===== src/rtl/multicycle_main_fsm.sv =====
// Main control FSM for the multicycle RV32I core with a bounded memory handshake and trap state.
// Optional LUI write-back path is enabled by defining MC_LUI_EN.
module multicycle_main_fsm #(
  parameter int OP_W     = 7,
  parameter int WAIT_MAX = 15,
  parameter int CNT_W    = 8
) (
  input  logic            clk,
  input  logic            reset_n,
  input  logic [OP_W-1:0] op,
  input  logic            mem_ready,
  output logic            mem_req,
  output logic            AdrSrc,
  output logic            IRWrite,
  output logic            PCUpdate,
  output logic            Branch,
  output logic            RegWrite,
  output logic            MemWrite,
  output logic [1:0]      ALUSrcA,
  output logic [1:0]      ALUSrcB,
  output logic [1:0]      ALUOp,
  output logic [1:0]      ResultSrc,
  output logic [2:0]      ImmSrc,
  output logic            illegal,
  output logic            bus_err
);

  localparam logic [OP_W-1:0] OP_LW  = OP_W'(7'b0000011);
  localparam logic [OP_W-1:0] OP_SW  = OP_W'(7'b0100011);
  localparam logic [OP_W-1:0] OP_R   = OP_W'(7'b0110011);
  localparam logic [OP_W-1:0] OP_I   = OP_W'(7'b0010011);
  localparam logic [OP_W-1:0] OP_BEQ = OP_W'(7'b1100011);
  localparam logic [OP_W-1:0] OP_JAL = OP_W'(7'b1101111);
  localparam logic [OP_W-1:0] OP_LUI = OP_W'(7'b0110111);

  localparam logic [CNT_W-1:0] CNT_MAX = CNT_W'(WAIT_MAX);

  typedef enum logic [3:0] {
    S_FETCH,
    S_DECODE,
    S_MEMADR,
    S_MEMREAD,
    S_MEMWRITE,
    S_MEMWB,
    S_EXECR,
    S_EXECI,
    S_ALUWB,
    S_BEQ,
    S_JAL,
`ifdef MC_LUI_EN
    S_LUIWB,
`endif
    S_TRAP
  } state_t;

  state_t           state_q, state_d;
  logic [CNT_W-1:0] cnt_q, cnt_d;
  logic             illegal_q, illegal_d;
  logic             bus_err_q, bus_err_d;
  logic             mem_state;
  logic             timeout;

  always_ff @(posedge clk) begin
    if (!reset_n) begin
      state_q   <= S_FETCH;
      cnt_q     <= '0;
      illegal_q <= 1'b0;
      bus_err_q <= 1'b0;
    end else begin
      state_q   <= state_d;
      cnt_q     <= cnt_d;
      illegal_q <= illegal_d;
      bus_err_q <= bus_err_d;
    end
  end

  assign mem_state = (state_q == S_FETCH) || (state_q == S_MEMREAD) || (state_q == S_MEMWRITE);
  // ready on the limit cycle counts as completion, so only an unanswered limit cycle times out
  assign timeout   = mem_state && !mem_ready && (cnt_q == CNT_MAX);

  always_comb begin
    state_d   = state_q;
    cnt_d     = cnt_q;
    illegal_d = illegal_q;
    bus_err_d = bus_err_q;
    mem_req   = 1'b0;
    AdrSrc    = 1'b0;
    IRWrite   = 1'b0;
    PCUpdate  = 1'b0;
    Branch    = 1'b0;
    RegWrite  = 1'b0;
    MemWrite  = 1'b0;
    ALUSrcA   = 2'b00;
    ALUSrcB   = 2'b00;
    ALUOp     = 2'b00;
    ResultSrc = 2'b00;

    case (state_q)
      S_FETCH: begin
        mem_req   = 1'b1;
        ALUSrcB   = 2'b10;
        ResultSrc = 2'b10;
        if (mem_ready) begin
          IRWrite  = 1'b1;
          PCUpdate = 1'b1;
          state_d  = S_DECODE;
        end
      end
      S_DECODE: begin
        ALUSrcA = 2'b01;
        ALUSrcB = 2'b01;
        if (op == OP_LW || op == OP_SW) state_d = S_MEMADR;
        else if (op == OP_R)            state_d = S_EXECR;
        else if (op == OP_I)            state_d = S_EXECI;
        else if (op == OP_BEQ)          state_d = S_BEQ;
        else if (op == OP_JAL)          state_d = S_JAL;
`ifdef MC_LUI_EN
        else if (op == OP_LUI)          state_d = S_LUIWB;
`endif
        else begin
          state_d   = S_TRAP;
          illegal_d = 1'b1;
        end
      end
      S_MEMADR: begin
        ALUSrcA = 2'b10;
        ALUSrcB = 2'b01;
        state_d = (op == OP_SW) ? S_MEMWRITE : S_MEMREAD;
      end
      S_MEMREAD: begin
        mem_req = 1'b1;
        AdrSrc  = 1'b1;
        if (mem_ready) state_d = S_MEMWB;
      end
      S_MEMWRITE: begin
        mem_req  = 1'b1;
        AdrSrc   = 1'b1;
        MemWrite = !timeout;
        if (mem_ready) state_d = S_FETCH;
      end
      S_MEMWB: begin
        ResultSrc = 2'b01;
        RegWrite  = 1'b1;
        state_d   = S_FETCH;
      end
      S_EXECR: begin
        ALUSrcA = 2'b10;
        ALUOp   = 2'b10;
        state_d = S_ALUWB;
      end
      S_EXECI: begin
        ALUSrcA = 2'b10;
        ALUSrcB = 2'b01;
        ALUOp   = 2'b10;
        state_d = S_ALUWB;
      end
      S_ALUWB: begin
        RegWrite = 1'b1;
        state_d  = S_FETCH;
      end
      S_BEQ: begin
        ALUSrcA = 2'b10;
        ALUOp   = 2'b01;
        Branch  = 1'b1;
        state_d = S_FETCH;
      end
      S_JAL: begin
        ALUSrcA  = 2'b01;
        ALUSrcB  = 2'b10;
        PCUpdate = 1'b1;
        state_d  = S_ALUWB;
      end
`ifdef MC_LUI_EN
      S_LUIWB: begin
        ResultSrc = 2'b11;
        RegWrite  = 1'b1;
        state_d   = S_FETCH;
      end
`endif
      S_TRAP:  state_d = S_TRAP;
      default: state_d = S_TRAP;
    endcase

    if (timeout) begin
      state_d   = S_TRAP;
      bus_err_d = 1'b1;
    end

    if (state_d != state_q) cnt_d = '0;
    else if (mem_state && !mem_ready && cnt_q != CNT_MAX) cnt_d = cnt_q + CNT_W'(1);

    // outputs are held quiet for the whole reset interval, not just after the first edge
    if (!reset_n) begin
      mem_req   = 1'b0;
      AdrSrc    = 1'b0;
      IRWrite   = 1'b0;
      PCUpdate  = 1'b0;
      Branch    = 1'b0;
      RegWrite  = 1'b0;
      MemWrite  = 1'b0;
      ALUSrcA   = 2'b00;
      ALUSrcB   = 2'b00;
      ALUOp     = 2'b00;
      ResultSrc = 2'b00;
    end
  end

  assign illegal = illegal_q && reset_n;
  assign bus_err = bus_err_q && reset_n;

  always_comb begin
    ImmSrc = 3'b000;
    if (op == OP_SW)       ImmSrc = 3'b001;
    else if (op == OP_BEQ) ImmSrc = 3'b010;
    else if (op == OP_JAL) ImmSrc = 3'b011;
`ifdef MC_LUI_EN
    else if (op == OP_LUI) ImmSrc = 3'b100;
`endif
  end

endmodule

===== config.mk =====
export PLATFORM = sky130hd
export DESIGN_NAME = multicycle_main_fsm
export DESIGN_NICKNAME = d
export VERILOG_FILES = /design/src/rtl/multicycle_main_fsm.sv
export SDC_FILE = /design/constraint.sdc
export NUM_CORES = 1
export LEC_CHECK = 0
export ABC_CLOCK_PERIOD_IN_PS = 6000
export CAP_MARGIN = 30
export CORE_ASPECT_RATIO = 1.75
export CORE_MARGIN = 2
export CORE_UTILIZATION = 30
export DETAILED_ROUTE_END_ITERATION = 8
export REMOVE_ABC_BUFFERS = 1
export SLEW_MARGIN = 25
export SYNTH_ARGS = -nofsm -noshare
export SYNTH_HDL_FRONTEND = slang
export SYNTH_SLANG_ARGS = --single-unit

===== constraint.sdc =====
create_clock -name clk -period 6 [get_ports clk]
set_input_delay 1.2 -clock clk [delete_from_list [all_inputs] [get_ports clk]]
set_output_delay 1.2 -clock clk [all_outputs]
set_load 0.05 [all_outputs]

==> metrics.csv <==
metric;value;unit
area_delta_synth_final;30.1;%
cp-startpoint;mem_ready;
tightest_slew;0.687;ns
p_total;0.661;mW
n_antenna_cell;0;
root_buffer;clkbuf_8;
holdBufCountCts;0;
post-synth-top-area-cell;dfxtp_1;
cts_resized;0;
final-max-slew-violation-count;0;
final_cell_mix;28 x clkdlybuf4s50_1, 22 x nor2_1, 14 x a21oi_1, 14 x nor3_1, 14 x dfxtp_1;
clock_skew;0.00150;ns
synthArstFlopShare;0;%
fin_crit;4.54;ns
nFillCells;428;
start_util;31.1;%
crit_type;in -> out;
setup_viol_count_final;0;
period_share;75.7;%
gp_congestion;0.794;
rsz0062_at_grt;false;
min_path_cells;2;
drv_cap;0;
cts_inserted_buffers;3;
final_common_cell;clkdlybuf4s50_1;
grt_pass1_wl;5370;um
clockBufferDepth;2;
remaining_drc_errors;0;
critPathRequiredTime;4.80;ns
cpMaxStageDelayCell;clkdlybuf4s50_1;
fmax;220;MHz
multi_input_area;850;sq um
drt_iter0_drc;11;
ff_latch_area;280;sq um
h-tree-depth;1;
relSlewSlack;54.1;%
ir_drop;209;uV
r2r_end;cnt_q[1]$_SDFFE_PP0P_;
vias_per_cell;5.26;
overflow;0;
dr.pass1.iters;3;
wire_per_inst;13.4;um
clkTransAtPathRegs;0.06;ns
synth-edff-count;0;
yosysUniqueCellTypes;48;
hpwlAfterDp;2460;um
nets;195;
die_width;51.7;um
cp_max_fo;9;
ant_nets;0;
r2r_cells;6;
ys_ff_latch;14;
tritoncts;done;
hold_start;illegal_q$_SDFFE_PN0P_;
powerDensity;426;nW/um^2
pin_count;30;
synth_top_area_share;23.5;%
netlist_area;1190;sq um
finalSetupTns;0;ns
hold_violations;0;
io_buffers;28;
routed_wl;3100;um
clock_latency;0.25;ns
first_global_vias;1245;
grt_max_degree;23;
leakage;0.551;nW
antenna_found_initial;0;
ys_seq_area_share;23.5;%
coreArea;3830;sq um
cpPeakStageDelay;0.72;ns
status;complete, no violations;
r2r_start;state_q[1]$_SDFF_PN0_;
vias;1216;
cpMostUsedCell;clkdlybuf4s50_1;
placementRows;30;
postCtsSetupBuffers;0;
syn_area_per_cell;7.50;sq um
cp_cell_sequence;clkdlybuf4s50_1 > or2_2 > a2111oi_4 > nor3_1 > clkdlybuf4s50_1;
synth_area_leaders;dfxtp_1 24%, nor2_1 6.9%, a21oi_1 5.9%;
hold_path.class;reg -> reg;
gr-usage-all-layers;15.5;%
layout-drive-gt1-share;10.4;%
start_kind;input pin;
syn_inst;159;
die_y;87.4;um
synth_ff_type;dfxtp_1;
endpoint_kind;primary output;
regToRegSetupSlack;3.45;ns
ys.warnings.count;0;
worstHoldEndpoint;illegal_q$_SDFFE_PN0P_;
critPathArrivalTime;3.34;ns
die_area;4510;sq um
clock-sinks;14;
==> metrics by stage <==
| stage | worst slack, ns | util, % | hold WS [ns] | std cells | cell area [sq um] |
|---|---|---|---|---|---|
| floorplan | 2.17 | - | 0.429 | 150 | 1150 |
| global placement | 1.48 | 39.1 | 0.450 | 227 | 1500 |
| detailed placement | 1.46 | 39.1 | 0.465 | 227 | 1500 |
| CTS | 1.45 | 40.5 | 0.479 | 231 | 1550 |
| global route | 1.35 | 40.5 | 0.497 | 231 | 1550 |
| finish | 1.46 | 40.5 | 0.478 | 231 | 1550 |
==> metal layers <==
| metal | GRT usage (%) | up-vias | part of all wire [%] |
|---|---|---|---|
| li1 | - | 625 | - |
| met1 | 15.6 | 561 | 38 |
| met2 | 29.3 | 20 | 56 |
| met3 | 1.72 | 10 | 2.4 |
| met4 | 9.09 | 0 | 3.6 |
| met5 | 0 | - | 0 |
==> how the worst max path moves through the flow <==
| stage | end | slack, ns |
|---|---|---|
| 2_1_floorplan | ALUSrcB[1] | 2.17 |
| 3_3_place_gp | MemWrite | 1.48 |
| 3_5_place_dp | MemWrite | 1.46 |
| 4_1_cts | MemWrite | 1.45 |
| 5_1_grt | MemWrite | 1.35 |
| 6_report | MemWrite | 1.46 |
==> worst max-delay path: cells and delay by family <==
kind / cells / cell delay, ns
AO/OA/AOI/OAI: 1 / 0.43
buffers and inverters: 2 / 1.25
AND/OR/NAND/NOR: 2 / 0.46
==> power breakdown <==
part | switching, mW | internal [mW]
logic | 0.252 | 0.162
clock network | 0.0329 | 0.0582
registers | 0.0492 | 0.107
total | 0.334 | 0.327
==> cells in the mapped netlist, types with 2 or more instances <==
cell type and n:
inv_1 4, nor2_1 22, xor2_1 4, buf_2 2
nand2_1 9, nor3b_1 3, xnor2_1 4, o2111ai_1 2
o211ai_1 2, or4b_2 3, a21oi_1 14, a31oi_1 2
nor3_1 14, or2_2 5, and3_1 3, dfxtp_1 14
o21a_1 3, nand2b_1 5, nand4_1 3, clkbuf_1 4
buf_4 2, nand3_1 5, and2_1 5
==> area by class of cell <==
class,instances,share of cell area (%)
multi-input combinational,131,54.8
timing repair buffer,29,18.5
sequential,14,18.1
tap,48,3.87
clock buffer,4,3.55
inverter,5,1.21
==> state kept, by name, summed over array words and instances (netlist names) <==
signal	flops
cnt_q	8
state_q	4
bus_err_q	1
illegal_q	1
==> kinds of logic (layout without fill, tap and decap cells) <==
kind of cell | count (synthesis) | after routing | share of synthesized area [%]
AND/OR/NAND/NOR | 87 | 87 | 40.3
AO/OA/AOI/OAI | 33 | 33 | 22.9
flip-flops | 14 | 14 | 23.5
buffers and inverters | 14 | 38 | 5.24
XOR/XNOR | 8 | 8 | 5.88
adder cells (fa/ha/maj) | 1 | 1 | 1.05
other | 1 | 1 | 0.314
multiplexers | 1 | 1 | 0.839
Note: power is estimated with default switching activity, not from simulation.
